**config.mk**
```make
export PLATFORM = sky130hd
export DESIGN_NAME = cues_token_injector_arb
export DESIGN_NICKNAME = d
export VERILOG_FILES = /design/src/rtl/cues_token_injector_arb_pkg.sv /design/src/rtl/cues_token_injector_arb_ack_sync.sv /design/src/rtl/cues_token_injector_arb.sv
export SDC_FILE = /design/constraint.sdc
export NUM_CORES = 1
export LEC_CHECK = 0
export BUFFER_PORTS_ARGS = -buffer_cell sky130_fd_sc_hd__clkbuf_2
export CAP_MARGIN = 20
export CORE_MARGIN = 3
export CORE_UTILIZATION = 56
export DETAILED_ROUTE_END_ITERATION = 8
export GPL_TIMING_DRIVEN = 0
export PLACE_DENSITY_LB_ADDON = 0.25
export SKIP_CTS_REPAIR_TIMING = 1
export SLEW_MARGIN = 20
export SYNTH_ARGS = -nofsm -noshare
export SYNTH_HDL_FRONTEND = slang
export SYNTH_SLANG_ARGS = --single-unit
export TNS_END_PERCENT = 50
```
**constraint.sdc**
```tcl
create_clock -name CLK -period 2.48 [get_ports CLK]
set_input_delay 0.496 -clock CLK [delete_from_list [all_inputs] [get_ports CLK]]
set_output_delay 0.496 -clock CLK [all_outputs]
set_load 0.05 [all_outputs]
```
**src/rtl/cues_token_injector_arb_pkg.sv**
```systemverilog
// Shared encodings for the CUES clocked-to-self-timed injector arbiter.
// FSM state encoding and the 4-phase return-to-zero handshake levels.
package cues_token_injector_arb_pkg;

  // state      | meaning
  // -----------+-----------------------------------------------------------
  // ST_IDLE    | no grant held; pick next requester when ack_s is low
  // ST_SETUP   | winner's EXB/CPY driven, one cycle of setup before SEND
  // ST_SEND_HI | SENDOUT high, waiting for synchronised ACK rise
  // ST_SEND_LO | SENDOUT low, waiting for synchronised ACK fall
  // ST_FIN     | DONE pulse to owner, pointer advances
  // ST_ABRT    | watchdog expired, SENDOUT low, wait for ACK low then ABORT
  typedef enum logic [2:0] {
    ST_IDLE    = 3'd0,
    ST_SETUP   = 3'd1,
    ST_SEND_HI = 3'd2,
    ST_SEND_LO = 3'd3,
    ST_FIN     = 3'd4,
    ST_ABRT    = 3'd5
  } state_e;

  // 4-phase return-to-zero levels, shared with the other CUES bridges.
  localparam logic HS_SEND_ASSERT  = 1'b1;
  localparam logic HS_SEND_RELEASE = 1'b0;
  localparam logic HS_ACK_HI       = 1'b1;
  localparam logic HS_ACK_LO       = 1'b0;

  // True in the two phases where the stage owes us an ACK edge.
  function automatic logic in_handshake(input state_e st);
    return (st == ST_SEND_HI) || (st == ST_SEND_LO);
  endfunction

endpackage

```
**src/rtl/cues_token_injector_arb_ack_sync.sv**
```systemverilog
// Multi-flop synchroniser for the self-timed stage ACK; resets to 0.
module cues_token_injector_arb_ack_sync #(
  parameter int STAGES = 2
) (
  input  logic clk,
  input  logic rst_n,
  input  logic d,
  output logic q
);

  logic [STAGES-1:0] sync_q;
  logic [STAGES-1:0] sync_d;

  // Shift the asynchronous input one flop deeper every clock.
  always_comb begin
    sync_d = {sync_q[STAGES-2:0], d};
  end

  // Synchroniser register chain.
  always_ff @(posedge clk or negedge rst_n) begin
    if (!rst_n) begin
      sync_q <= '0;
    end else begin
      sync_q <= sync_d;
    end
  end

  assign q = sync_q[STAGES-1];

endmodule

```
**src/rtl/cues_token_injector_arb.sv**
```systemverilog
// Round-robin arbiter sharing one self-timed CUES stage input between
// N_REQ clocked requesters. Drives SEND/EXB/CPY, watches the synchronised
// ACK, and reports DONE or ABORT (watchdog timeout) to the owner.
module cues_token_injector_arb
  import cues_token_injector_arb_pkg::*;
#(
  parameter int N_REQ       = 4,
  parameter int SYNC_STAGES = 2,
  parameter int TMO_W       = 12,
  parameter int TMO_CYC     = 4000
) (
  input  logic                     CLK,
  input  logic                     RESETN,
  input  logic [N_REQ-1:0]         REQ,
  input  logic [N_REQ-1:0]         EXB_REQ,
  input  logic [N_REQ-1:0]         CPY_REQ,
  input  logic                     ERR_CLR,
  input  logic                     ACKIN,
  output logic                     SENDOUT,
  output logic                     EXBOUT,
  output logic                     CPYOUT,
  output logic [$clog2(N_REQ)-1:0] OWNER,
  output logic                     BUSY,
  output logic [N_REQ-1:0]         DONE,
  output logic [N_REQ-1:0]         ABORT,
  output logic                     ERR
);

  localparam int IDX_W  = $clog2(N_REQ);
  localparam int CAND_W = IDX_W + 1;
  localparam int HOLD_W = $clog2(SYNC_STAGES + 1);
  localparam logic [N_REQ-1:0] ONE_HOT0 = {{(N_REQ-1){1'b0}}, 1'b1};

  state_e             state_q, state_d;
  logic [IDX_W-1:0]   ptr_q, ptr_d;
  logic [IDX_W-1:0]   owner_q, owner_d;
  logic               exb_q, exb_d;
  logic               cpy_q, cpy_d;
  logic               send_q, send_d;
  logic [N_REQ-1:0]   done_q, done_d;
  logic [N_REQ-1:0]   abort_q, abort_d;
  logic               err_q, err_d;
  logic [TMO_W-1:0]   wdog_q, wdog_d;
  logic [HOLD_W-1:0]  hold_q, hold_d;

  logic               ack_s;
  logic               wdog_tc;
  logic               pick_vld;
  logic [IDX_W-1:0]   pick_idx;
  logic [CAND_W-1:0]  cand;

  function automatic logic [IDX_W-1:0] rr_next(input logic [IDX_W-1:0] cur);
    return (cur == IDX_W'(N_REQ - 1)) ? '0 : cur + 1'b1;
  endfunction

  cues_token_injector_arb_ack_sync #(
    .STAGES (SYNC_STAGES)
  ) u_ack_sync (
    .clk   (CLK),
    .rst_n (RESETN),
    .d     (ACKIN),
    .q     (ack_s)
  );

  // Reset leaves the synchroniser at 0 even if the stage still holds ACK
  // high; refuse to grant until the chain has been refilled from ACKIN.
  always_comb begin
    hold_d = hold_q;
    if (hold_q != '0) begin
      hold_d = hold_q - HOLD_W'(1);
    end
  end

  // Round-robin pick: first set REQ bit at or after the pointer, wrapping.
  always_comb begin
    pick_vld = 1'b0;
    pick_idx = '0;
    cand     = '0;
    for (int i = 0; i < N_REQ; i++) begin
      cand = {1'b0, ptr_q} + CAND_W'(i);
      if (cand >= CAND_W'(N_REQ)) begin
        cand = cand - CAND_W'(N_REQ);
      end
      if (!pick_vld && REQ[cand[IDX_W-1:0]]) begin
        pick_vld = 1'b1;
        pick_idx = cand[IDX_W-1:0];
      end
    end
  end

  assign wdog_tc = (wdog_q == TMO_W'(TMO_CYC - 1));

  // FSM next state and registered-output next values.
  always_comb begin
    state_d = state_q;
    ptr_d   = ptr_q;
    owner_d = owner_q;
    exb_d   = exb_q;
    cpy_d   = cpy_q;
    send_d  = send_q;
    done_d  = '0;
    abort_d = '0;
    case (state_q)
      ST_IDLE: begin
        if ((hold_q == '0) && pick_vld && (ack_s == HS_ACK_LO)) begin
          state_d = ST_SETUP;
          owner_d = pick_idx;
          exb_d   = EXB_REQ[pick_idx];
          cpy_d   = CPY_REQ[pick_idx];
        end
      end
      ST_SETUP: begin
        state_d = ST_SEND_HI;
        send_d  = HS_SEND_ASSERT;
      end
      ST_SEND_HI: begin
        if (ack_s == HS_ACK_HI) begin
          state_d = ST_SEND_LO;
          send_d  = HS_SEND_RELEASE;
        end else if (wdog_tc) begin
          state_d = ST_ABRT;
          send_d  = HS_SEND_RELEASE;
        end
      end
      ST_SEND_LO: begin
        // A completed handshake takes precedence over a same-cycle timeout.
        if (ack_s == HS_ACK_LO) begin
          state_d = ST_FIN;
          done_d  = ONE_HOT0 << owner_q;
        end else if (wdog_tc) begin
          state_d = ST_ABRT;
        end
      end
      ST_FIN: begin
        state_d = ST_IDLE;
        ptr_d   = rr_next(owner_q);
        exb_d   = 1'b0;
        cpy_d   = 1'b0;
      end
      ST_ABRT: begin
        send_d = HS_SEND_RELEASE;
        if (ack_s == HS_ACK_LO) begin
          state_d = ST_IDLE;
          abort_d = ONE_HOT0 << owner_q;
          ptr_d   = rr_next(owner_q);
          exb_d   = 1'b0;
          cpy_d   = 1'b0;
        end
      end
      default: begin
        state_d = ST_IDLE;
        send_d  = HS_SEND_RELEASE;
        exb_d   = 1'b0;
        cpy_d   = 1'b0;
      end
    endcase
  end

  // Watchdog: zeroed on every state change, counts only while waiting on ACK.
  always_comb begin
    wdog_d = wdog_q;
    if (state_d != state_q) begin
      wdog_d = '0;
    end else if (in_handshake(state_q)) begin
      wdog_d = wdog_q + TMO_W'(1);
    end
  end

  // Sticky error: setting in ABRT beats a simultaneous clear.
  always_comb begin
    err_d = err_q;
    if (ERR_CLR) begin
      err_d = 1'b0;
    end
    if (state_d == ST_ABRT) begin
      err_d = 1'b1;
    end
  end

  // State and output registers; reset drops SENDOUT asynchronously.
  always_ff @(posedge CLK or negedge RESETN) begin
    if (!RESETN) begin
      state_q <= ST_IDLE;
      ptr_q   <= '0;
      owner_q <= '0;
      exb_q   <= 1'b0;
      cpy_q   <= 1'b0;
      send_q  <= 1'b0;
      done_q  <= '0;
      abort_q <= '0;
      err_q   <= 1'b0;
      wdog_q  <= '0;
      hold_q  <= HOLD_W'(SYNC_STAGES);
    end else begin
      state_q <= state_d;
      ptr_q   <= ptr_d;
      owner_q <= owner_d;
      exb_q   <= exb_d;
      cpy_q   <= cpy_d;
      send_q  <= send_d;
      done_q  <= done_d;
      abort_q <= abort_d;
      err_q   <= err_d;
      wdog_q  <= wdog_d;
      hold_q  <= hold_d;
    end
  end

  assign SENDOUT = send_q;
  assign EXBOUT  = exb_q;
  assign CPYOUT  = cpy_q;
  assign OWNER   = owner_q;
  assign BUSY    = (state_q != ST_IDLE);
  assign DONE    = done_q;
  assign ABORT   = abort_q;
  assign ERR     = err_q;

endmodule

```
== Yosys cells after proc, flatten, opt, wreduce, memory -nomap -nowiden ==
Cells that the tools add are included.
W data, S select, Z words.
Storage, ports and cells
  flip-flop bits (word level): 35
  bits of input ports: 16
  output and inout port bits: 15
  logic and storage cells: 117
Operators by class
  add/subtract/negate cells: 10
  order comparisons: 9
  equal/unequal tests: 12
  shift-type cells: 1
  muxes and demuxes: 48
  bitwise operators: 3
  reductions and logical operators: 22
Operators by type and width (number)
  $mux W12: 2
  $mux W2: 10
  $mux W1: 17
  $lt A2 B3 Y1 const B: 5
  $mux W3: 5
  $pmux W3 S5: 1
  $add A12 B1 Y12 const B: 1
  $bmux W1 S2: 6
  $eq A12 B12 Y1 const B: 1
  $mux W4: 3
  $sub A2 B1 Y2 const B: 5
  $eq A3 B3 Y1 const B: 3
  $ge A3 B3 Y1 const B: 3
  $pmux W1 S3: 3
  $reduce_bool A2 Y1: 4
  $add A2 B2 Y3 const B: 2
  $eq A3 B2 Y1 const B: 2
  $reduce_and A2 Y1: 3
  $reduce_or A3 Y1: 2
  $logic_and A1 B1 Y1: 5
  $ne A2 B2 Y1 const B: 2
  $pmux W2 S2: 1
  $shl A1 B2 Y4 const A: 1
  $add A2 B1 Y3 const B: 1
  13 further kinds: 17

== Depth between registers and ports, before layout ==
  depth after elaboration: 20
  mapped depth: 7

== Cells and area by module ==
Synthesis repeated with hierarchy kept, for this count alone.
Unflattened totals
  cells, all modules: 172
  area total of the unflattened synthesis: 1785.5 um^2
By module, submodules not included
  cues_token_injector_arb: instances 1, cells an instance 170, area each 1735.4 um^2, seq. area each 827.0 um^2
  cues_token_injector_arb_ack_sync: instances 1, cells an instance 2, area each 50.0 um^2, seq. area each 50.0 um^2

== Worst setup path before layout ==
No wires, ideal clock.
  path kind: input to register
  start point: input REQ[0]
  end point: register wdog_q[5]
  library setup time: 0.069 ns
  arrival time: 1.675 ns
  setup slack: 0.736 ns
  stages: 5
  cells stage by stage: or4_4 > a311oi_2 > a32oi_2 > buf_6 > nor2_2
On the way
  cells in the longest elaborated chain, start to end: 18
  elaborated cells between the ends (all ways): 25
RTL lines
  start, declared: line cues_token_injector_arb.sv:14  | input logic [N_REQ-1:0] REQ,
  $bmux W1 S2: line cues_token_injector_arb.sv:84  | if (!pick_vld && REQ[cand[IDX_W-1:0]]) begin
  $mux W1 (implied by the code): line cues_token_injector_arb.sv:84
  $mux W1: line cues_token_injector_arb.sv:84
  $logic_not A1 Y1: line cues_token_injector_arb.sv:84
  $logic_and A1 B1 Y1: line cues_token_injector_arb.sv:84
  $mux W1: line cues_token_injector_arb.sv:84
  $logic_not A1 Y1: line cues_token_injector_arb.sv:84
  $logic_and A1 B1 Y1: line cues_token_injector_arb.sv:84
  $mux W1: line cues_token_injector_arb.sv:84
  $logic_not A1 Y1: line cues_token_injector_arb.sv:84
  $logic_and A1 B1 Y1: line cues_token_injector_arb.sv:84
  $mux W1 (*): line cues_token_injector_arb.sv:84
  $logic_and A1 B1 Y1 (*) (2 in series): line cues_token_injector_arb.sv:105  | if ((hold_q == '0) && pick_vld && (ack_s == HS_ACK_LO)) begin
  $mux W3 (*): line cues_token_injector_arb.sv:105
  $pmux W3 S5 (*): line cues_token_injector_arb.sv:103  | case (state_q)
  $ne A3 B3 Y1 (*): line cues_token_injector_arb.sv:162  | if (state_d != state_q) begin
  $mux W12 or $reduce_bool A2 Y1 (tied branches)
  end signal, assigned: line cues_token_injector_arb.sv:204  | wdog_q <= wdog_d;
  end, declared: line cues_token_injector_arb.sv:43  | logic [TMO_W-1:0] wdog_q, wdog_d;
Mark *: on every way between the ends. The rest lies on a longest branch, timed or not. The select of a mux whose other input is x is not followed.
A chain may end at the register's enable or synchronous reset.

== Worst setup path after layout ==
  start point: register state_q[1]
  end point: output BUSY
On the way
  cells in the longest elaborated chain, start to end: 1
RTL lines
  start, declared: line cues_token_injector_arb.sv:34  | state_e state_q, state_d;
  start signal, assigned: line cues_token_injector_arb.sv:195  | state_q <= state_d;
  $reduce_bool A3 Y1: line cues_token_injector_arb.sv:213  | assign BUSY = (state_q != ST_IDLE);
  end, declared: line cues_token_injector_arb.sv:23  | output logic BUSY,
No other way between the ends.

==> metrics.md <==
| Metric | Value |
|---|---|
| Sequential area share after synthesis | 46.3% |
| H-Tree Level Count | 2 |
| CP max FO | 10 |
| Finished Cell Area | 2160 um^2 |
| MaxCap Viol Count | 0 |
| Aggregate global routing overflow | 0 |
| Routed wire length | 3580 um |
| Fin Clk Skew | 11.7 ps |
| First-pass GRT wire length | 6360 um |
| Worst Tran Pin Value | 845 ps |
| Antenna Nets Post-Route | 0 |
| RSZ-0062 raised after global routing | no |
| Clk Tree Root Cell | clkbuf_4 |
| Ys flop type | dfrtp_1 |
| Worst setup path start | state_q[1] |
| Full die area | 4120 um^2 |
| Clock sinks | 35 |
| Die height | 64.2 um |
| # diodes | 0 |
| Outcome | complete, no violations |
| Maximum vdd drop | 0.631 mV |
| Distinct cell type count after synthesis | 51 |
| Cells after Synth | 181 |
| Clock Pin Slew Worst Setup and Hold Paths | 110 ps |
| DP Area | 2100 um^2 |
| WS Path Type | flip-flop to output pin |
| Max-slew headroom | 43.6% |
| DRT Pass-1 Iters | 4 |
| Area leader, netlist | dfrtp_1 |
| Post-Syn Area per Cell | 10.5 um^2 |
| PwrDens | 945 nW/um^2 |
| Fin crit share | 81.8% |
| Core box area | 3150 um^2 |
| Req. time, crit path | 1980 ps |
| Layout cells sized above 1 | 30.3% |
| Setup TNS Final | 0 ps |
| Post-synthesis cell area | 1900 um^2 |
| RePlAce Congestion | 0.837 |
| Wire per inst | 13.7 um |
| Setup violations, final | 0 |
| Clk buf depth | 2 |
| Syn nets | 203 |
| Largest net degree at the start of global routing | 36 |
| CTS tree | built |
| IO buf count | 30 |
| DP HPWL | 2700 um |
| R2r startpoint | wdog_q[0] |
| Async SR Flop Fraction | 100% |
| Vias in the first global route | 1546 |
| Total track usage | 20.0% |
| Reg area | 877 um^2 |
| Area occupied by multi-input gates | 940 um^2 |
| IO Count | 31 |
| Layout Nets | 240 |
| FF+latch count, synth | 35 |
| Remaining DRCs | 0 |
| Cts bufs inserted | 5 |
| Via count | 1454 |
| Post-DR vias/cell | 5.55 |
| WP data arrival | 1530 ps |
| Number of synthesized flops with an enable pin | 0 |
| Synthesis warning total | 0 |
| Clock latency on the worst-skew pair | 340 ps |
| Startpoint Class | flip-flop |
| Yosys top cell area share | 44.9% |
| Min-Delay Path Class | input pin to async pin |
| Filler cells | 268 |
| Drt first-iter violations | 55 |
| Row count | 20 |
| Final-report hold violation count | 0 |
| Achievable Freq | 493 MHz |
| Leakage power | 1.03 nW |
| Die width | 64.2 um |
| Initial antenna violation count | 0 |
| Synth top area cells | dfrtp_1 (45%), ha_1 (4.0%), xor2_1 (3.2%) |
| Slew Limit Fails | 0 |
| Initial Util | 60.1% |
| Minimum clock period | 2030 ps |
| CP endpoint kind | output pin |
| Area Overhead vs Synth | 13.8% |
stage by stage:
stage	total power, W	hold slack [ps]	std cells	setup slack [ps]	util (%)
2_1_floorplan	0.00151	200	181	736	-
3_3_place_gp	0.00169	335	255	550	66.6
3_5_place_dp	0.00173	348	255	516	66.6
4_1_cts	0.00205	255	262	438	68.4
5_1_grt	0.00218	240	262	349	68.4
6_report	0.00204	236	262	451	68.4
power by group:
group	leakage [nW]	switching, W	internal (W)
sequential	0.466	0.0000966	0.000670
clock	0.0341	0.000183	0.000131
combinational	0.527	0.000632	0.000327
worst paths after layout:
check	to	slack [ps]	cells after the start
min in group CLK	u_ack_sync.sync_q[0]	270	1
max reg2reg	wdog_q[4]	510	7
min	wdog_q[6]	240	1
min reg2reg	u_ack_sync.sync_q[1]	370	0
max	BUSY	450	3
max in group asynchronous	SENDOUT	1700	1
flip-flops by register name, indices dropped and copies added (netlist names), 2 cells and up:
| signal | cells |
|---|---|
| ABORT | 4 |
| DONE | 4 |
| OWNER | 2 |
| hold_q | 2 |
| ptr_q | 2 |
| state_q | 3 |
| u_ack_sync.sync_q | 2 |
| wdog_q | 12 |
layout by cell type (no fill, tap or decap), types with 2 or more instances in the layout:
cell type,Yosys,final
ha_1,6,6
a211o_1,2,2
nand4_1,3,3
nand2b_1,3,3
a32oi_1,2,2
dfrtp_1,34,34
o211ai_1,2,2
buf_6,2,2
clkbuf_2,0,30
nor2_2,9,9
nor2b_1,3,3
xnor2_1,5,5
a21oi_1,5,5
and2_1,8,8
nand3_1,5,5
buf_4,3,3
nor3_1,3,3
nor2_1,10,10
inv_1,8,8
o21ai_0,10,10
mux2_2,2,2
nor4_1,2,2
or4_4,2,2
nand4b_1,2,2
nand2_1,13,13
xor2_1,7,7
or2b_1,2,2
mux2i_1,3,3
clkbuf_4,0,5
nand3b_1,2,2
cell type report:
| cell class | count | area share (%) |
|---|---|---|
| clock buffer | 6 | 2.38 |
| sequential | 35 | 40.7 |
| multi-input combinational | 132 | 43.6 |
| tap | 44 | 2.55 |
| timing repair buffer | 30 | 6.96 |
| clock inverter | 1 | 0.232 |
| buffer | 6 | 2.26 |
| inverter | 8 | 1.39 |
layer usage:
| metal | routed length (um) | share of wire (%) | vias up | track usage, % |
|---|---|---|---|---|
| met5 | 0 | 0 | - | 0 |
| met4 | 82 | 2.3 | 0 | 7.12 |
| met3 | 206 | 5.7 | 10 | 6.15 |
| met2 | 1810 | 50 | 39 | 36.8 |
| met1 | 1490 | 42 | 700 | 21.4 |
| li1 | - | - | 705 | - |
Yosys cell counts, types with 5 or more instances:
library cell,instances
dfrtp_1,34
nand2_1,13
nor2_1,10
o21ai_0,10
nor2_2,9
and2_1,8
inv_1,8
xor2_1,7
ha_1,6
a21oi_1,5
nand3_1,5
xnor2_1,5
cells by family after synthesis:
logic type | Yosys count | share of synthesized area, %
compound gates | 32 | 11.9
xor+xnor | 12 | 5.54
fa+ha+maj | 6 | 3.96
buf+inv | 14 | 4.16
flops | 35 | 46.3
mux | 5 | 2.77
simple gates | 77 | 25.3
critical path: stages, from the launching register on:
cell and delay (ps):
dfrtp_1 420, buf_4 180, or3_1 360, clkbuf_2 240
No activity file was read; power rests on OpenSTA's default activity.
